<file path="config.mk">
export PLATFORM = sky130hd
export DESIGN_NAME = uart_cmd_frame_scheduler
export DESIGN_NICKNAME = d
export VERILOG_FILES = /design/src/rtl/uart_cmd_frame_scheduler_pkg.sv /design/src/rtl/uart_cmd_frame_scheduler_frame_byte_mux.sv /design/src/rtl/uart_cmd_frame_scheduler.sv
export SDC_FILE = /design/constraint.sdc
export NUM_CORES = 1
export LEC_CHECK = 0
export CAP_MARGIN = 20
export CORE_UTILIZATION = 40
export DETAILED_ROUTE_END_ITERATION = 16
export GPL_TIMING_DRIVEN = 1
export PLACE_DENSITY_LB_ADDON = 0.15
export REMOVE_ABC_BUFFERS = 1
export SLEW_MARGIN = 20
export SYNTH_ARGS = -nofsm -noshare
export SYNTH_HDL_FRONTEND = slang
export SYNTH_HIERARCHICAL = 1
export SYNTH_SLANG_ARGS = --single-unit
</file>
<file path="constraint.sdc">
create_clock -name clk -period 4.7 [get_ports clk]
set_clock_uncertainty 0.15 [all_clocks]
set_input_delay 0.94 -clock clk [delete_from_list [all_inputs] [get_ports clk]]
set_output_delay 0.94 -clock clk [all_outputs]
set_load 0.02 [all_outputs]
</file>
<file path="src/rtl/uart_cmd_frame_scheduler_pkg.sv">
// Shared constants, state encoding and frame-length helper for the UART command frame scheduler.
package uart_cmd_frame_scheduler_pkg;

  localparam int unsigned BYTE_W = 8;
  localparam int unsigned CH_W   = 10;
  localparam int unsigned NUM_CH = 4;
  localparam int unsigned SNAP_W = NUM_CH * CH_W;
  localparam int unsigned IDX_W  = 4;

  localparam logic [BYTE_W-1:0] OP_RD_CH1 = 8'h01;
  localparam logic [BYTE_W-1:0] OP_RD_CH2 = 8'h02;
  localparam logic [BYTE_W-1:0] OP_RD_CH3 = 8'h03;
  localparam logic [BYTE_W-1:0] OP_RD_CH4 = 8'h04;
  localparam logic [BYTE_W-1:0] OP_RD_ALL = 8'h05;
  localparam logic [BYTE_W-1:0] OP_CLR    = 8'h10;

  localparam logic [BYTE_W-1:0] HDR_DEFAULT = 8'hA5;
  localparam logic [BYTE_W-1:0] NAK_DEFAULT = 8'h15;

  // Total frame lengths: header + opcode + payload + checksum
  localparam logic [IDX_W-1:0] LEN_RD_CH  = 4'd5;
  localparam logic [IDX_W-1:0] LEN_RD_ALL = 4'd11;
  localparam logic [IDX_W-1:0] LEN_CLR    = 4'd3;
  localparam logic [IDX_W-1:0] LEN_NAK    = 4'd4;

  typedef enum logic [2:0] {
    ST_IDLE,
    ST_DECODE,
    ST_LOAD,
    ST_STROBE,
    ST_WAIT_BUSY,
    ST_WAIT_DONE
  } state_e;

  // Number of bytes in the response frame for a given opcode
  function automatic logic [IDX_W-1:0] frame_len(input logic [BYTE_W-1:0] op);
    if (op >= OP_RD_CH1 && op <= OP_RD_CH4) return LEN_RD_CH;
    else if (op == OP_RD_ALL)               return LEN_RD_ALL;
    else if (op == OP_CLR)                  return LEN_CLR;
    else                                    return LEN_NAK;
  endfunction

endpackage

</file>
<file path="src/rtl/uart_cmd_frame_scheduler_frame_byte_mux.sv">
// Selects the frame byte at a given index: header, opcode echo, payload from the snapshot, or checksum.
module frame_byte_mux
  import uart_cmd_frame_scheduler_pkg::*;
(
  input  logic [BYTE_W-1:0] hdr_byte_i,
  input  logic [BYTE_W-1:0] nak_byte_i,
  input  logic [BYTE_W-1:0] opcode_i,
  input  logic [SNAP_W-1:0] snap_i,
  input  logic [IDX_W-1:0]  idx_i,
  input  logic [IDX_W-1:0]  len_i,
  input  logic [BYTE_W-1:0] csum_i,
  output logic [BYTE_W-1:0] byte_o
);

  logic [IDX_W-1:0] pidx;
  logic [1:0]       ch_sel;
  logic             hi_sel;
  logic [CH_W-1:0]  ch_val;
  logic [BYTE_W-1:0] payload;
  logic             is_rd_ch;
  logic             is_rd_all;

  // Payload byte decode followed by position-based byte select
  always_comb begin
    is_rd_ch  = (opcode_i >= OP_RD_CH1) && (opcode_i <= OP_RD_CH4);
    is_rd_all = (opcode_i == OP_RD_ALL);
    pidx      = idx_i - IDX_W'(2);
    ch_sel    = 2'(opcode_i - 8'd1);
    hi_sel    = (pidx == '0);
    if (is_rd_all) begin
      ch_sel = pidx[2:1];
      hi_sel = ~pidx[0];
    end
    ch_val  = snap_i[32'(ch_sel) * CH_W +: CH_W];
    payload = hi_sel ? {6'b0, ch_val[9:8]} : ch_val[7:0];

    byte_o = hdr_byte_i;
    if (idx_i == '0)                      byte_o = hdr_byte_i;
    else if (idx_i == IDX_W'(1))          byte_o = opcode_i;
    else if (idx_i == len_i - IDX_W'(1))  byte_o = csum_i;
    else if (is_rd_ch || is_rd_all)       byte_o = payload;
    else                                  byte_o = nak_byte_i;
  end

endmodule

</file>
<file path="src/rtl/uart_cmd_frame_scheduler.sv">
// Decodes a UART opcode, snapshots channel maxima and sends a framed, checksummed response byte by byte.
module uart_cmd_frame_scheduler
  import uart_cmd_frame_scheduler_pkg::*;
#(
  parameter int unsigned       ACK_TIMEOUT = 1024,
  parameter logic [BYTE_W-1:0] HDR_BYTE    = HDR_DEFAULT,
  parameter logic [BYTE_W-1:0] NAK_BYTE    = NAK_DEFAULT
) (
  input  logic              clk,
  input  logic              reset_b,
  input  logic [BYTE_W-1:0] rx_data,
  input  logic              rx_ready,
  input  logic [SNAP_W-1:0] ch_value,
  input  logic              tx_ready,
  output logic [BYTE_W-1:0] tx_data,
  output logic              tx_en,
  output logic              tx_write_en,
  output logic              cache_clear,
  output logic              busy,
  output logic              err_timeout,
  output logic [7:0]        drop_count
);

  localparam int unsigned TMO_W = $clog2(ACK_TIMEOUT + 1);

  state_e            state_q;
  logic [BYTE_W-1:0] opcode_q;
  logic [SNAP_W-1:0] snap_q;
  logic [IDX_W-1:0]  len_q;
  logic [IDX_W-1:0]  idx_q;
  logic [BYTE_W-1:0] csum_q;
  logic [TMO_W-1:0]  tmo_q;
  logic [BYTE_W-1:0] tx_data_q;
  logic              tx_en_q;
  logic              cache_clear_q;
  logic              busy_q;
  logic              err_q;
  logic [7:0]        drop_q;
  logic [BYTE_W-1:0] mux_byte;

  frame_byte_mux u_frame_byte_mux (
    .hdr_byte_i (HDR_BYTE),
    .nak_byte_i (NAK_BYTE),
    .opcode_i   (opcode_q),
    .snap_i     (snap_q),
    .idx_i      (idx_q),
    .len_i      (len_q),
    .csum_i     (csum_q),
    .byte_o     (mux_byte)
  );

  // Frame sequencer: decode, per-byte load/strobe/handshake, ack timeout
  always_ff @(posedge clk or negedge reset_b) begin
    if (!reset_b) begin
      state_q       <= ST_IDLE;
      opcode_q      <= '0;
      snap_q        <= '0;
      len_q         <= '0;
      idx_q         <= '0;
      csum_q        <= '0;
      tmo_q         <= '0;
      tx_data_q     <= '0;
      tx_en_q       <= 1'b0;
      cache_clear_q <= 1'b0;
      busy_q        <= 1'b0;
      err_q         <= 1'b0;
    end else begin
      tx_en_q       <= 1'b0;
      cache_clear_q <= 1'b0;
      case (state_q)
        ST_IDLE: begin
          if (rx_ready) begin
            opcode_q <= rx_data;
            busy_q   <= 1'b1;
            state_q  <= ST_DECODE;
          end
        end
        ST_DECODE: begin
          snap_q        <= ch_value;
          len_q         <= frame_len(opcode_q);
          idx_q         <= '0;
          csum_q        <= '0;
          cache_clear_q <= (opcode_q == OP_CLR);
          state_q       <= ST_LOAD;
        end
        ST_LOAD: begin
          tx_data_q <= mux_byte;
          if (tx_ready) begin
            tx_en_q <= 1'b1;
            state_q <= ST_STROBE;
          end
        end
        ST_STROBE: begin
          csum_q  <= csum_q ^ tx_data_q;
          tmo_q   <= '0;
          state_q <= ST_WAIT_BUSY;
        end
        ST_WAIT_BUSY: begin
          if (!tx_ready) begin
            state_q <= ST_WAIT_DONE;
          end else if (tmo_q == TMO_W'(ACK_TIMEOUT - 1)) begin
            err_q   <= 1'b1;
            busy_q  <= 1'b0;
            state_q <= ST_IDLE;
          end else begin
            tmo_q <= tmo_q + TMO_W'(1);
          end
        end
        ST_WAIT_DONE: begin
          if (tx_ready) begin
            if (idx_q == len_q - IDX_W'(1)) begin
              busy_q  <= 1'b0;
              state_q <= ST_IDLE;
            end else begin
              idx_q   <= idx_q + IDX_W'(1);
              state_q <= ST_LOAD;
            end
          end
        end
        default: begin
          busy_q  <= 1'b0;
          state_q <= ST_IDLE;
        end
      endcase
    end
  end

  // Saturating count of opcodes arriving outside IDLE
  always_ff @(posedge clk or negedge reset_b) begin
    if (!reset_b) begin
      drop_q <= '0;
    end else if (rx_ready && (state_q != ST_IDLE) && (drop_q != 8'hFF)) begin
      drop_q <= drop_q + 8'd1;
    end
  end

  assign tx_data     = tx_data_q;
  assign tx_en       = tx_en_q;
  assign tx_write_en = tx_en_q;
  assign cache_clear = cache_clear_q;
  assign busy        = busy_q;
  assign err_timeout = err_q;
  assign drop_count  = drop_q;

endmodule
</file>
### Yosys cells after proc, flatten, opt, wreduce, memory -nomap -nowiden

Index checks and enable logic that the tools add are counted.

* word-level logic and storage cells: 97
* output and inout bits: 21
* bits of input ports: 52
* bits in registers: 98

* multiplexer cells: 33
* bitwise logic cells: 3
* equal/unequal tests: 20
* $mul: 1
* $lt $le $gt $ge: 2
* reductions and logical operators: 18
* add/subtract/negate cells: 6
* shift-type cells: 1

Operators with widths (number)
* $mux W8: 5
* $shiftx A40 B7 Y10: 1
* $mux W11: 2
* $pmux W11 S2: 1
* $mux W3: 6
* $pmux W3 S6: 1
* $mux W4: 4
* $ne A2 B2 Y1 const B: 8
* $pmux W8 S2: 1
* $add A11 B1 Y11 const B: 1
* $eq A11 B10 Y1 const B: 1
* $mux W1: 9
* $reduce_and A3 Y1: 3
* $add A8 B1 Y8 const B: 1
* $eq A8 B3 Y1 const B: 1
* $eq A8 B5 Y1 const B: 1
* $ge A8 B1 Y1 const B: 1
* $le A8 B3 Y1 const B: 1
* $logic_not A4 Y1: 2
* $ne A8 B8 Y1 const B: 1
* $pmux W4 S2: 1
* $xor A8 B8 Y8: 1
* $eq A3 B2 Y1 const B: 2
* $eq A3 B3 Y1 const B: 2
* 21 further kinds: 27

### Longest topological paths before layout

Gate-level depths: netlist (run 1).

* depth in word-level cells: 9
* mapped depth: 11
* depth with buffers taken out: 9

### Cells and area by module

The synthesis (run 1) kept the hierarchy.

Modules (own cells, without submodules)
* uart_cmd_frame_scheduler: area each 4274.1 um^2, seq. area each 2452.4 um^2, cells an instance 413, instances 1
* frame_byte_mux: area each 1074.8 um^2, seq. area each 0.0 um^2, cells an instance 135, instances 1

### Least setup slack after synthesis (run 1)

OpenSTA, ideal clock, no wires.

* kind: reg-to-reg
* start point: reg opcode_q[3]
* end point: reg tx_data_q[4] (netlist: tx_data[4])
* data required time: 4423 ps
* buffers on the path: 1
* stages on the path, launching flop included: 9
* clock period less this slack: 2925 ps
* data arrival time: 2648 ps
* setup time: 127 ps
* path slack: 1775 ps
* cells stage by stage: dfrtp_1 or3_1 or4_4 mux2i_2 buf_6 mux4_1 nand2_1 a31oi_1 mux2_1

* word-level cells in the longest chain between the ends: 9
* elaborated cells between the ends (all ways): 14
* classes of those cells: 1 x mul; 2 x order compare; 1 x eq/ne; 1 x shift; 7 x mux; 2 x reduce/logical

RTL lines
* start, declared: RTL line uart_cmd_frame_scheduler.sv:27 `logic [BYTE_W-1:0] opcode_q;`
* start signal, assigned: RTL line uart_cmd_frame_scheduler.sv:73 `opcode_q <= rx_data;`
* $eq A8 B3 Y1: RTL line uart_cmd_frame_scheduler_frame_byte_mux.sv:26 `is_rd_all = (opcode_i == OP_RD_ALL);`
* $mux W2: RTL line uart_cmd_frame_scheduler_frame_byte_mux.sv:30 `if (is_rd_all) begin`
* $mul A2 B3 Y5: RTL line uart_cmd_frame_scheduler_frame_byte_mux.sv:34 `ch_val = snap_i[32'(ch_sel) * CH_W +: CH_W];`
* $shiftx A40 B7 Y10: RTL line uart_cmd_frame_scheduler_frame_byte_mux.sv:34
* $mux W8: RTL line uart_cmd_frame_scheduler_frame_byte_mux.sv:35 `payload = hi_sel ? {6'b0, ch_val[9:8]} : ch_val[7:0];`
* $mux W8 (*): RTL line uart_cmd_frame_scheduler_frame_byte_mux.sv:41 `else if (is_rd_ch || is_rd_all) byte_o = payload;`
* $mux W8 (*): RTL line uart_cmd_frame_scheduler_frame_byte_mux.sv:40 `else if (idx_i == len_i - IDX_W'(1)) byte_o = csum_i;`
* $mux W8 (*): RTL line uart_cmd_frame_scheduler_frame_byte_mux.sv:39 `else if (idx_i == IDX_W'(1)) byte_o = opcode_i;`
* $mux W8 (*): RTL line uart_cmd_frame_scheduler_frame_byte_mux.sv:38 `if (idx_i == '0) byte_o = hdr_byte_i;`
* via mux_byte[4]: RTL line uart_cmd_frame_scheduler.sv:39 `logic [BYTE_W-1:0] mux_byte;`
* end signal, assigned: RTL line uart_cmd_frame_scheduler.sv:87 `tx_data_q <= mux_byte;`
* end, declared: RTL line uart_cmd_frame_scheduler.sv:33 `logic [BYTE_W-1:0] tx_data_q;`

The timed path passes the listed nets; every way through them passes the cells marked *.
A chain may end at the register's enable or synchronous reset.

### Worst setup path in the final report (run 1)

Ends and elaborated chain as after synthesis.

==> results of run 1 <==
-- worst paths after layout --
| kind | from | to | slack [ns] | depth (start not counted) |
|---|---|---|---|---|
| setup reg to reg | opcode_q[3]$_DFFE_PN0P_ | tx_data[4]$_DFFE_PN0P_ | 1.08 | 7 |
| min in group asynchronous | reset_b | snap_q[9]$_DFFE_PN0P_ | 0.48 | 1 |
| setup / recovery | opcode_q[3]$_DFFE_PN0P_ | tx_data[4]$_DFFE_PN0P_ | 1.08 | 7 |
| hold / removal | snap_q[16]$_DFFE_PN0P_ | snap_q[16]$_DFFE_PN0P_ | 0.32 | 2 |
| hold reg to reg | snap_q[16]$_DFFE_PN0P_ | snap_q[16]$_DFFE_PN0P_ | 0.32 | 2 |
| max in group asynchronous | reset_b | csum_q[2]$_DFFE_PN0P_ | 3.16 | 2 |
-- layout by cell type (no fill, tap or decap), types with 3 or more instances in the layout --
cell type        instances
mux4_1                   6
mux2_1                  20
xnor2_1                 13
a21oi_1                  8
nand3_1                 10
nand2b_1                 3
o21ai_1                  3
o21ai_0                 14
clkdlybuf4s50_1         71
mux2i_1                  3
conb_1                  16
nor3_1                   5
a31o_1                   3
a211oi_1                11
a221oi_1                 3
nor2_1                  27
xor2_1                  20
nor2b_1                 10
clkinv_2                 4
o21a_1                   3
a211oi_2                 3
ha_1                     9
nor3_4                   3
or3_1                    5
dfrtp_1                 98
nand4_1                  7
nand2_1                160
or4_1                    3
buf_4                    4
clkbuf_16                9
and3_1                   9
a31oi_1                  5
inv_1                   14
-- final cells by class --
| cell class | instances | area share [%] |
|---|---|---|
| clock buffer | 9 | 3.45 |
| clock inverter | 6 | 1.27 |
| inverter | 17 | 0.998 |
| multi-input combinational | 422 | 41.8 |
| sequential | 98 | 37.6 |
| tap | 172 | 3.30 |
| timing repair buffer | 76 | 11.5 |
-- state kept, by name, summed over array words and instances, names as in the netlist --
| register | cells |
|---|---|
| busy | 1 |
| cache_clear | 1 |
| csum_q | 8 |
| drop_count | 8 |
| err_timeout | 1 |
| idx_q | 4 |
| len_q | 4 |
| opcode_q | 8 |
| snap_q | 40 |
| state_q | 3 |
| tmo_q | 11 |
| tx_data | 8 |
| tx_en | 1 |
-- layer usage --
metal	GRT usage, %	up-vias	routed length [um]
met5	0	-	0
met4	4.89	0	135
met3	4.75	13	502
met2	28.1	86	5440
met1	23.9	1917	5700
li1	-	2004	-
-- kinds of logic (layout without fill, tap and decap cells) --
| logic type | count (synthesis) | count (layout) |
|---|---|---|
| simple gates | 256 | 256 |
| other cells | 2 | 16 |
| fa+ha+maj | 9 | 9 |
| mux | 33 | 33 |
| compound gates | 72 | 72 |
| xor+xnor | 36 | 36 |
| flops | 98 | 98 |
| buf+inv | 42 | 108 |
-- through the flow --
| stage | utilization (%) | std cells |
|---|---|---|
| floorplan | - | 537 |
| global placement | 48.4 | 785 |
| detailed placement | 48.4 | 785 |
| CTS | 50.8 | 800 |
| global route | 50.8 | 800 |
| finish | 50.8 | 800 |
-- synth_stat cells, types with 3 or more instances --
cell type / instances / area, sq um
mux2i_1: 3 / 30.0
buf_6: 3 / 33.8
xor2_1: 20 / 175
a211oi_2: 3 / 37.5
ha_1: 9 / 113
buf_2: 10 / 50.1
a31o_1: 3 / 26.3
a31oi_1: 5 / 31.3
clkbuf_1: 7 / 26.3
nand3_1: 10 / 50.1
nand4_1: 7 / 43.8
a221oi_1: 3 / 26.3
mux2_1: 20 / 225
and3_1: 9 / 56.3
nor3_1: 5 / 25.0
o21ai_0: 14 / 70.1
nand2b_1: 3 / 18.8
a211oi_1: 11 / 82.6
nor2_1: 27 / 101
dfrtp_1: 98 / 2450
o21ai_1: 3 / 15.0
inv_1: 14 / 52.6
nand2_1: 160 / 601
o21a_1: 3 / 22.5
or3_1: 5 / 31.3
or4_1: 3 / 22.5
nor2b_1: 10 / 62.6
xnor2_1: 13 / 114
a21oi_1: 8 / 40.0
mux4_1: 6 / 158
-- tightest hold or removal path, cell delays in order, from the launching register on --
cell	delay, ns
dfrtp_1	0.33
nand2_1	0.05
nand2_1	0.05
-- power by group --
| group | internal, mW | switching [mW] |
|---|---|---|
| logic | 0.771 | 0.959 |
| clock network | 0.460 | 0.308 |
| registers | 1.18 | 0.303 |
==> summary.md, run 1 <==
| Metric | Value |
|---|---|
| Share of cells above drive strength 1 | 7.17% |
| CTS tree | yes |
| Crit end category | register |
| Post-CTS Hold Buffers | 0 |
| Footprint of the multi-input gates | 2730 sq um |
| Placed cell areas | 6210 sq um |
| Gpl congestion | 0.824 |
| GRT overflow | 0 |
| Primary FF master, synth | dfrtp_1 |
| I/O pin count | 73 |
| Required @ worst endpoint | 4.78 ns |
| HPWL Detailed | 8170 um |
| Period utilization | 77.1% |
| Pleak | 2.96 nW |
| EDFF count, synth | 0 |
| CTS resizes | 0 |
| Die width | 118 um |
| Storage cell area | 2450 sq um |
| Fillers | 1252 |
| FFs w/ async S/R, synth | 100% |
| CTS sink cnt | 98 |
| Total Routing Usage GR | 17.7% |
| Ys Warns | 6 |
| Tmin final | 3.62 ns |
| CP Cell Sequence | or3_1 -> or4_4 -> mux2i_2 -> mux4_1 -> nand2_1 -> a31oi_1 -> mux2_1 |
| Longest Clk Path Bufs | 2 |
| Slew HR | 35.8% |
| First drt pass iteration count | 4 |
| Delay of the slowest critical-path stage | 0.80 ns |
| Die ar. | 13800 sq um |
| Vias | 4020 |
| Setup TNS | 0 ns |
| Synth Cell Area | 5350 sq um |
| Syn Inst Count | 548 |
| Row Count | 41 |
| Setup Crit Path Kind | reg2reg |
| CTS buffer count | 9 |
| Register area share after synthesis | 45.8% |
| Nets@finish | 685 |
| Max cap viols | 0 |
| Number of global-route vias before repair | 4010 |
| RSZ-0062 raised after global routing | no |
| Slew Limit Fails | 0 |
| Startpoint Class | register |
| Hold WS | 0.319 ns |
| Status | finished, final reports clean |
| Vias per Instance | 5.03 |
| Combinational family with the most area after synthesis | simple AND/OR/NAND/NOR gates |
| Placement Setup Slack | 1.04 ns |
| Total chip power | 3.99 mW |
| Worst-path clk slew | 0.07 ns |
| IO Port Bufs | 72 |
| Initial antenna violation count | 0 |
| Starting density of the core | 41.7% |
| Largest net degree at the start of global routing | 80 |
| Final ANT Viol Nets | 0 |
| Post-Syn Area per Cell | 9.76 sq um |
| Crit path max-delay family | multiplexers |
| Multiplexer share of the synthesized area | 8.89% |
| Max Clk Rate | 0.276 GHz |
| Worst Tran Pin Value | 0.944 ns |
| Layout overhead on the synthesized area | 21.9% |
| Simple-gate share of the synthesized area | 22.1% |
| Worst path slowest cell | mux2i_2 |
| Detailed Route WL | 11800 um |
| Die Ht | 118 um |
| Post-synthesis adder-cell area fraction | 2.11% |
| Setup bufs post-CTS | 0 |
| Final hold viol count | 0 |
| CP Buf/Inv Count | 0 |
| # DRC | 0 |
| XOR/XNOR Fraction of Synth Area | 6.46% |
| Initial DRC Count | 205 |
| Worst vdd ir | 0.246 mV |
| First-pass GRT wire length | 19600 um |
| Min-delay worst type | reg2reg |
| DR WL/cell | 14.7 um |
| Root buf cell | clkbuf_16 |
| P per Cell Area | 611 nW/um^2 |
| Post-synth cell types | 66 |
| Synth Area in Compound Gates | 10.2% |
| # setup viols final | 0 |
| Critical Path AT | 3.70 ns |
| Critical-path maximum fanout | 12 |
| Clock Latency Late Sink | 0.34 ns |
| CTS H-tree depth | 3 |
| Ant. Diodes | 0 |
| Synth Register Bits | 98 |
| Core area | 12800 sq um |
| Finished layout cell area | 6520 sq um |
| Post-route worst setup slack | 1.08 ns |
(Power assumes the default switching activity.)
==> run 2, diff against run 1 <==
==> constraint.sdc (replaced) <==
create_clock -name clk -period 3.35 [get_ports clk]
set_clock_uncertainty 0.15 [all_clocks]
set_input_delay 0.67 -clock clk [delete_from_list [all_inputs] [get_ports clk]]
set_output_delay 0.67 -clock clk [all_outputs]
set_load 0.02 [all_outputs]
==> run 2 against run 1 <==
Register-to-register slack lost 0.90 ns. Worst hold slack lost 0.13 ns. Clock power increased by 37%. Via count up 1.2%. Sequential cell count is the same. First-iteration DRC count down 7.8%. Critical path type unchanged.
==> summary.md, run 2 (same netlist as run 1, synthesis figures left out) <==
| Metric | Value |
|---|---|
| Final ANT Viol Nets | 0 (unchanged) |
| Setup bufs post-CTS | 0 (unchanged) |
| Initial DRC Count | 189 (was 205) |
| CTS H-tree depth | 3 (unchanged) |
| First drt pass iteration count | 4 (unchanged) |
| Die width | 118 um (unchanged) |
| Pleak | 3.01 nW (was 2.96 nW) |
| Vias | 4069 (was 4020) |
| Worst Reg-to-Reg Cells | 8 (was 7) |
| Total Routing Usage GR | 18.7% (was 17.7%) |
| Clock Latency Late Sink | 0.35 ns (was 0.34 ns) |
| Most common cell after layout, fill and taps aside | nand2_1 (unchanged) |
| Setup Crit Path Kind | reg2reg (unchanged) |
| Post-route worst setup slack | 0.174 ns (was 1.08 ns) |
| CP Buf/Inv Count | 1 (was 0) |
| Ant. Diodes | 0 (unchanged) |
| Worst vdd ir | 0.372 mV (was 0.246 mV) |
| Nets@finish | 695 (was 685) |
| Worst r2r dst | tx_data[2]$_DFFE_PN0P_ (was tx_data[4]$_DFFE_PN0P_) |
| Initial antenna violation count | 0 (unchanged) |
| Core area | 12800 sq um (unchanged) |
| Worst path slowest cell | or4_4 (was mux2i_2) |
| Most flops, register | snap_q (unchanged) |
| Layout overhead on the synthesized area | 23.4% (was 21.9%) |
| Detailed Route WL | 11900 um (was 11800 um) |
| CTS resizes | 0 (unchanged) |
| Max Clk Rate | 0.315 GHz (was 0.276 GHz) |
| P per Cell Area | 858 nW/um^2 (was 611 nW/um^2) |
| Post-CTS Hold Buffers | 0 (unchanged) |
| Share of cells above drive strength 1 | 8.62% (was 7.17%) |
| Die Ht | 118 um (unchanged) |
| Placement Setup Slack | 0.166 ns (was 1.04 ns) |
| IO Port Bufs | 72 (unchanged) |
| RSZ-0062 raised after global routing | no (unchanged) |
| Period utilization | 94.8% (was 77.1%) |
| Final hold viol count | 0 (unchanged) |
| Slew HR | 55.4% (was 35.8%) |
| FF-to-FF setup slack | 0.17 ns (was 1.08 ns) |
| Max FFs per register | 40 (unchanged) |
| Root buf cell | clkbuf_16 (unchanged) |
| First-pass GRT wire length | 20400 um (was 19600 um) |
| Tmin final | 3.18 ns (was 3.62 ns) |
| Top Registers | snap_q x40, tmo_q x11 (unchanged) |
| Vias per Instance | 5.02 (was 5.03) |
| Critical Path AT | 3.26 ns (was 3.70 ns) |
| Total chip power | 5.66 mW (was 3.99 mW) |
| Status | finished, final reports clean (unchanged) |
| Starting density of the core | 41.7% (unchanged) |
| CTS buffer count | 9 (unchanged) |
| Gpl congestion | 0.869 (was 0.824) |
| Max cap viols | 0 (unchanged) |
| Crit path max-delay family | multiplexers (unchanged) |
| Reg-to-reg startpoint | opcode_q[3]$_DFFE_PN0P_ (unchanged) |
| CTS sink cnt | 98 (unchanged) |
| Required @ worst endpoint | 3.43 ns (was 4.78 ns) |
| Min-delay worst type | in2async (was reg2reg) |
| Number of global-route vias before repair | 4035 (was 4010) |
| # DRC | 0 (unchanged) |
| Setup TNS | 0 ns (unchanged) |
| Most frequent cells in the layout | nand2_1 (160), dfrtp_1 (98), clkdlybuf4s50_1 (71) (unchanged) |
| Slew Limit Fails | 0 (unchanged) |
| DR WL/cell | 14.7 um (about the same) |
| Crit end category | register (unchanged) |
| CP Cell Sequence | or3_1 -> or4_4 -> mux2i_2 -> buf_4 -> mux4_1 -> nand2_1 -> a31oi_1 -> mux2_1 (was or3_1 -> or4_4 -> mux2i_2 -> mux4_1 -> nand2_1 -> a31oi_1 -> mux2_1) |
| Die ar. | 13800 sq um (unchanged) |
| Delay of the slowest critical-path stage | 0.60 ns (was 0.80 ns) |
| Worst Tran Pin Value | 0.666 ns (was 0.944 ns) |
| Critical-path maximum fanout | 12 (unchanged) |
| GRT overflow | 0 (unchanged) |
| # setup viols final | 0 (unchanged) |
| Row Count | 41 (unchanged) |
| Longest Clk Path Bufs | 2 (unchanged) |
| I/O pin count | 73 (unchanged) |
| Largest net degree at the start of global routing | 53 (was 80) |
| HPWL Detailed | 8500 um (was 8170 um) |
| Worst-path clk slew | 0.07 ns (about the same) |
| CTS tree | yes (unchanged) |
| Startpoint Class | register (unchanged) |
run 2: cell count changes in the layout (fill, tap and decap cells not counted), sizes merged:
cell | before | now
clkbuf | 9 | 11
bufinv | 2 | 1
buf | 5 | 15
clkinv | 4 | 3
run 2: report_power, final:
part           switching [mW]  leakage, nW  internal, mW  total, mW
clock network           0.438        0.148         0.615       1.05
logic                    1.39         1.63          1.17       2.55
registers               0.395         1.23          1.66       2.06
total                    2.22         3.01          3.44       5.66
run 2: worst register-to-register path, cell delays in order, from the launching register on:
cell and delay (ns):
dfrtp_1 0.40, or3_1 0.39, or4_4 0.60, mux2i_2 0.20, buf_4 0.24, mux4_1 0.59, nand2_1 0.09, a31oi_1 0.08
mux2_1 0.32
run 2: cell type report:
class	count	area [sq um]
clock buffers	11	253
multi-input cells	422	2730
flip-flops and latches	98	2450
clock inverters	4	51.3
inverters	17	65.1
repair buffers	86	836
well taps	172	215
fillers	1200	6220
run 2: metal layers:
metal  wire, um  part of all wire, %  up-vias  track usage, %
met5          0                    0        -               0
met4        216                  1.8        0            7.37
met3        455                  3.8       14            3.39
met2       5430                   46       75            28.3
met1       5790                   49     1941            26.4
li1           -                    -     2039               -
run 2: worst max path at each step:
stage,endpoint,from,depth (start not counted),slack [ns]
floorplan,tx_data[2]$_DFFE_PN0P_,opcode_q[3]$_DFFE_PN0P_,7,0.16
global placement,tx_data[5]$_DFFE_PN0P_,opcode_q[3]$_DFFE_PN0P_,8,0.25
detailed placement,tx_data[2]$_DFFE_PN0P_,opcode_q[3]$_DFFE_PN0P_,8,0.17
CTS,tx_data[2]$_DFFE_PN0P_,opcode_q[3]$_DFFE_PN0P_,8,0.15
global route,tx_data[4]$_DFFE_PN0P_,opcode_q[3]$_DFFE_PN0P_,8,0.01
finish,tx_data[2]$_DFFE_PN0P_,opcode_q[3]$_DFFE_PN0P_,8,0.17
run 2: through the flow:
step	std cells	hold WS [ns]	utilization [%]	instance area, sq um
after floorplan	537	0.224	-	5240
after global placement	795	0.300	49.1	6300
after detailed placement	795	0.308	49.1	6300
after CTS	810	0.208	51.5	6600
after global routing	810	0.241	51.5	6600
final	810	0.190	51.5	6600
